### src/rtl/io_input_port.sv
// rtl/io_input_port.sv - IO-page input port: switch/button sync, debounce, press events, irq
// Registers at 0xff90-0xff9f: SW, KEY, EVT (clear-on-read), STATUS, IRQEN.

module io_input_port #(
    parameter int DEBOUNCE_CYCLES = 16
) (
    input  logic        clk,
    input  logic        reset,
    input  logic        i_IO_re,
    input  logic        i_IO_we,
    input  logic [7:0]  i_IO_addr,
    input  logic [15:0] i_IO_data,
    input  logic [9:0]  i_sw,
    input  logic [3:0]  i_key,
    output logic [15:0] o_IO_data,
    output logic        o_IO_rvalid,
    output logic        o_irq
);

    localparam int          NBITS    = 14;
    localparam logic [15:0] CNT_LAST = 16'(DEBOUNCE_CYCLES - 1);

    localparam logic [7:0] ADDR_SW     = 8'h90;
    localparam logic [7:0] ADDR_KEY    = 8'h91;
    localparam logic [7:0] ADDR_EVT    = 8'h92;
    localparam logic [7:0] ADDR_STATUS = 8'h93;
    localparam logic [7:0] ADDR_IRQEN  = 8'h94;

    // Bits [9:0] are switches, [13:10] are keys already flipped to 1 = pressed.
    logic [NBITS-1:0]       sync1;
    logic [NBITS-1:0]       sync2;
    logic [NBITS-1:0]       deb;
    logic [NBITS-1:0]       deb_next;
    logic [NBITS-1:0][15:0] cnt;
    logic [NBITS-1:0][15:0] cnt_next;

    logic [3:0]  evt;
    logic [3:0]  evt_next;
    logic [3:0]  key_rise;
    logic [3:0]  irq_en;
    logic        in_window;
    logic        rd_hit;
    logic        evt_clr;
    logic        irqen_wr;
    logic [15:0] rd_data;
    logic        unused_wdata;

    assign unused_wdata = ^i_IO_data[15:4];

    // A differing sample that reverts before the count completes restarts from zero.
    always_comb begin
        deb_next = deb;
        cnt_next = cnt;
        for (int i = 0; i < NBITS; i++) begin
            if (sync2[i] == deb[i]) begin
                cnt_next[i] = '0;
            end else if (cnt[i] == CNT_LAST) begin
                deb_next[i] = sync2[i];
                cnt_next[i] = '0;
            end else begin
                cnt_next[i] = cnt[i] + 16'd1;
            end
        end
    end

    assign key_rise  = deb_next[13:10] & ~deb[13:10];
    assign in_window = (i_IO_addr[7:4] == 4'h9);
    assign rd_hit    = i_IO_re && in_window;
    assign evt_clr   = rd_hit && (i_IO_addr == ADDR_EVT);
    assign irqen_wr  = i_IO_we && (i_IO_addr == ADDR_IRQEN);

    // A press landing on the same edge as the clearing read survives.
    assign evt_next = (evt & ~{4{evt_clr}}) | key_rise;

    always_comb begin
        rd_data = '0;
        case (i_IO_addr)
            ADDR_SW:     rd_data = {6'd0, deb[9:0]};
            ADDR_KEY:    rd_data = {12'd0, deb[13:10]};
            ADDR_EVT:    rd_data = {12'd0, evt};
            ADDR_STATUS: rd_data = {14'd0, o_irq, |evt};
            ADDR_IRQEN:  rd_data = {12'd0, irq_en};
            default:     rd_data = '0;
        endcase
    end

    always_ff @(posedge clk) begin
        if (!reset) begin
            sync1 <= '0;
            sync2 <= '0;
            deb   <= '0;
            cnt   <= '0;
        end else begin
            sync1 <= {~i_key, i_sw};
            sync2 <= sync1;
            deb   <= deb_next;
            cnt   <= cnt_next;
        end
    end

    always_ff @(posedge clk) begin
        if (!reset) begin
            evt         <= '0;
            irq_en      <= '0;
            o_irq       <= 1'b0;
            o_IO_rvalid <= 1'b0;
            o_IO_data   <= '0;
        end else begin
            evt         <= evt_next;
            if (irqen_wr) begin
                irq_en <= i_IO_data[3:0];
            end
            o_irq       <= |(evt & irq_en);
            o_IO_rvalid <= rd_hit;
            o_IO_data   <= rd_hit ? rd_data : 16'd0;
        end
    end

endmodule

### config.mk
export PLATFORM = sky130hd
export DESIGN_NAME = io_input_port
export DESIGN_NICKNAME = d
export VERILOG_FILES = /design/src/rtl/io_input_port.sv
export SDC_FILE = /design/constraint.sdc
export NUM_CORES = 1
export LEC_CHECK = 0
export ABC_CLOCK_PERIOD_IN_PS = 1900
export BUFFER_PORTS_ARGS = -buffer_cell sky130_fd_sc_hd__buf_2
export CORE_MARGIN = 3
export CORE_UTILIZATION = 55
export CTS_CLUSTER_SIZE = 16
export DETAILED_ROUTE_END_ITERATION = 16
export PLACE_DENSITY_LB_ADDON = 0.12
export SETUP_SLACK_MARGIN = 0.5
export SYNTH_ARGS = -nofsm -noshare
export SYNTH_HDL_FRONTEND = slang
export SYNTH_SLANG_ARGS = --single-unit
### constraint.sdc
create_clock -name clk -period 1.9 [get_ports clk]
set_input_delay 0.19 -clock clk [delete_from_list [all_inputs] [get_ports clk]]
set_output_delay 0.19 -clock clk [all_outputs]
set_load 0.02 [all_outputs]
Yosys cells after proc, flatten, opt, wreduce, memory -nomap -nowiden
Index checks and enable logic that the tools add are counted.
Word-level totals
  register bits: 292
  input bits: 42
  output and inout port bits: 18
Operators by class
  add/subtract/negate cells: 14
  equality and inequality tests: 34
  multiplexer cells: 9
  bitwise operators: 18
  reductions and logical operators: 30
Operators by type and width (count)
  16-bit by 1-bit adder with 16-bit output, second input constant: 14
  16-bit by 4-bit == test with 1-bit output, second input constant: 14
  10-bit case mux with 5 select lines: 1
  3-bit OR reduction: 14
  8-bit == test, second input constant: 5
  2-bit AND reduction: 11
  1-bit == test: 14
  4-bit AND: 3
  4-bit inverter: 3
  1-bit inverter: 11
  1-bit two-way mux: 8
  4-bit OR reduction: 2
  4-bit == test, second input constant: 1
  4-bit OR: 1
  1-bit logical AND: 3

Longest topological paths before layout
  depth after elaboration: 6
  mapped depth: 7
  gate-level depth less buffers: 5

Worst setup path before layout
No wires, ideal clock.
  kind: reg-to-reg
  start: register cnt[168] (netlist name)
  end: register cnt[168] (netlist name)
  arrival: 1.739 ns
  data required time: 1.783 ns
  slack: 0.044 ns
  stages on the path, launching flop included: 6
  path buffers: 1
  period minus slack after synthesis: 1.856 ns
  cell sequence: dfxtp_1 or4_1 or4_4 nand3_2 buf_2 nor2_1
Between the ends
  longest elaborated chain between the ends: 2
RTL lines
  start: declaration: line 34  | logic [NBITS-1:0][15:0] cnt;
  start signal: assignment: line 97  | cnt <= cnt_next;
  parallel branches: the longest is 2 deep, another holds 16-bit by 1-bit adder with 16-bit output
Several ways; the timed one is not identified.
A chain may end at the register's enable or synchronous reset.

Final worst setup path
  start: register cnt[167] (netlist name)
  end: register evt[0]
Between the ends
  longest elaborated chain between the ends: 5
RTL lines
  16-bit by 4-bit == test with 1-bit output: line 57  | end else if (cnt[i] == CNT_LAST) begin
  1-bit two-way mux: line 57
  1-bit two-way mux: line 55  | if (sync2[i] == deb[i]) begin
  4-bit AND: line 66  | assign key_rise = deb_next[13:10] & ~deb[13:10];
  4-bit OR: line 73  | assign evt_next = (evt & ~{4{evt_clr}}) | key_rise;
  end signal: assignment: line 109  | evt <= evt_next;
  end: declaration: line 37  | logic [3:0] evt;
Every way passes these cells.

==> impl_metrics.env <==
export IMPL_outcome="complete, no violations"
export IMPL_insertion_delay_ns=0.53
export IMPL_drtIter0Drc=549
export IMPL_critPathSlowestCell="or4_4"
export IMPL_cp_num_buf_inv=0
export IMPL_syn_cell_area_um2=11900
export IMPL_ios=60
export IMPL_setup_viol=0
export IMPL_dpl_hpwl_um=14700
export IMPL_cp_cell_sequence="or4_4, or4_4, or3_1, o21ai_1"
export IMPL_yosys_area_top_type="dfxtp_1"
export IMPL_rsz0062_at_grt="yes"
export IMPL_vdd_drop_max_mv=0.830
export IMPL_cp_top_family="simple AND/OR/NAND/NOR gates"
export IMPL_root_buffer="clkbuf_16"
export IMPL_yosysUniqueCellTypes=44
export IMPL_postSynthAreaPerCell_um2=8.97
export IMPL_final_cells=1800
export IMPL_setup_slack_ns=0.0451
export IMPL_syn2layout_area_growth_pct=33.0
export IMPL_pwr_density_cell_nw_per_um2=737
export IMPL_vias_per_cell=5.46
export IMPL_routedWlPerCell_um=15.2
export IMPL_num_rows=53
export IMPL_hold_path_class="in2reg"
export IMPL_grt_pass1_wl_um=42900
export IMPL_leakage_nw=5.19
export IMPL_ant_nets=0
export IMPL_crit_type="reg2reg"
export IMPL_fin_nets=1560
export IMPL_overflow=0
export IMPL_synth_most_common_cell="dfxtp_1"
export IMPL_ys_async_sr_fraction_pct=0
export IMPL_wl_um=27400
export IMPL_ys_seq_elements=286
export IMPL_grt_usage_pct=21.0
export IMPL_pre_cts_ws_ns=0.0284
export IMPL_cap_violations=0
export IMPL_yosys_top_cells_count="286 x dfxtp_1, 256 x nor2_1, 149 x xnor2_1"
export IMPL_core_um2=21100
export IMPL_ys_seq_area_share_pct=48.3
export IMPL_synth_ff_type="dfxtp_1"
export IMPL_antenna_found_initial=1
export IMPL_start_kind="flip-flop"
export IMPL_nFillCells=1440
export IMPL_initial_utilization_pct=56.3
export IMPL_slowest_delay_ns=0.54
export IMPL_cts_tree="built"
export IMPL_place_gp_congestion=0.817
export IMPL_first_global_vias=9085
export IMPL_portBuffers=41
export IMPL_maxSlewHeadroom_pct=65.0
export IMPL_cp_common_cell="or4_4"
export IMPL_max_slew_worst_pin_slew_ns=0.523
export IMPL_diodes=0
export IMPL_drtPass1Iterations=4
export IMPL_grt_max_degree=55
export IMPL_clk_path_buf_depth=3
export IMPL_fin_crit_ns=1.85
export IMPL_hold_viol_final=0
export IMPL_htreeDepth=1
export IMPL_fp_dieH_um=153
export IMPL_cts_sinks=286
export IMPL_dp_cells=1621
export IMPL_die_w_um=153
export IMPL_worstPathRequired_ns=2.36
export IMPL_tns_ns=0
export IMPL_drc=0
export IMPL_cts_buffers=29
export IMPL_clk_pin_slew_ns=0.06
export IMPL_fin_skew_ns=0.00679
export IMPL_drive_gt1_share_pct=31.7
export IMPL_vias=9833
export IMPL_cp_max_fo=4
export IMPL_ys_warn_count=0
export IMPL_max_freq_ghz=0.539
export IMPL_worstPathArrival_ns=2.32
export IMPL_fin_crit_sh_pct=97.6
export IMPL_synth_edf_count=0
export IMPL_synth_top_area_share_pct=48.3
export IMPL_die_area_um2=23400
export IMPL_slew_violations=0
export IMPL_synth_cells=1323
export IMPL_synth_area_leaders="dfxtp_1 48%, xnor2_1 11%, nor2_1 8.1%"
export IMPL_endpoint_kind="flip-flop"
## power breakdown
group          internal, mW  leakage [nW]  total (mW)  switching, mW
combinational         0.114          2.36       0.277          0.163
sequential             5.99          2.38        6.01         0.0269
clock                  3.06         0.450        5.34           2.28
## layout make-up
class | instances | area, µm² | area share [%]
Sequential cell | 286 | 5960 | 37.7
Timing Repair Buffer | 171 | 1270 | 8.06
Multi-Input combinational cell | 970 | 7140 | 45.3
Tap cell | 275 | 344 | 2.18
Clock buffer | 42 | 845 | 5.35
Inverter | 46 | 173 | 1.09
Clock inverter | 10 | 52.6 | 0.333
## placed cells by master (no fill, tap or decap), types with 9 or more instances in the layout
master / instances
buf_2: 41
buf_6: 9
nand3_4: 32
nand3_1: 59
mux2i_1: 19
clkinv_2: 9
nor2b_1: 24
nor4_4: 15
nor4_1: 28
buf_4: 102
dlygate4sd3_1: 18
inv_1: 45
nand4_1: 56
nand2_1: 53
xor2_1: 57
nor4_2: 39
dfxtp_1: 176
dfxtp_2: 73
nor2_2: 37
dfxtp_4: 37
nor3_1: 43
and2_1: 34
xnor2_1: 149
clkbuf_16: 29
ha_4: 13
nor2_1: 218
nand4b_1: 9
## worst min-delay path, cell delays in order
cell,delay (ns)
buf_2,0.13
nand2_1,0.11
nor2_1,0.08
## path summary, 6_finish.rpt
| check | start | to | slack [ns] | cells after the start |
|---|---|---|---|---|
| hold reg to reg | sync1[2] | sync2[2] | 0.43 | 1 |
| setup reg to reg | cnt[167] | evt[0] | 0.05 | 4 |
| hold / removal | i_IO_re | o_IO_rvalid | 0.04 | 3 |
| setup / recovery | cnt[167] | evt[0] | 0.05 | 4 |
## flip-flops by register name, summed over array words and instances (netlist names)
name / count
o_IO_data: 10
evt: 4
cnt: 224
sync1: 14
o_IO_rvalid: 1
irq_en: 4
o_irq: 1
sync2: 14
deb: 14
## per-stage QoR
| step | utilization (%) | instance area, µm² | hold WS, ns | total power, mW |
|---|---|---|---|---|
| CTS | 69.3 | 14600 | 0.0122 | 11.8 |
| global route | 74.9 | 15800 | 0.0466 | 12.0 |
| detailed placement | 59.7 | 12600 | 0.349 | 6.38 |
| global placement | 59.7 | 12600 | 0.344 | 6.38 |
| finish | 74.9 | 15800 | 0.0376 | 11.6 |
| floorplan | - | 12200 | 0.262 | 6.33 |
## cells by family after synthesis
group / count (synthesis) / share of synthesized area [%]
buffers and inverters: 84 / 2.86
and+or+nand+nor: 688 / 29.0
muxes: 21 / 1.88
AOI/OAI and AO/OA: 22 / 1.22
other: 1 / 0.0316
xor gates and xnor gates: 207 / 15.3
adders and majority gates: 14 / 1.48
DFF: 286 / 48.3
## per-layer routing
| metal | track usage (%) | part of all wire [%] |
|---|---|---|
| met5 | 0 | 0.048 |
| met4 | 5.26 | 2.7 |
| met3 | 3.14 | 3.8 |
| met2 | 35.9 | 49 |
| met1 | 28.3 | 44 |
## repair_timing
action                                 CTS  global route
resized for setup                       93           242
gates cloned                            12             1
buffers inserted                        53            43
pin swaps                               39           100
setup endpoints to repair              226           228
endpoints found under the hold margin   18             0
hold buffers                            18             0
Power figures use the tool's default switching activity.
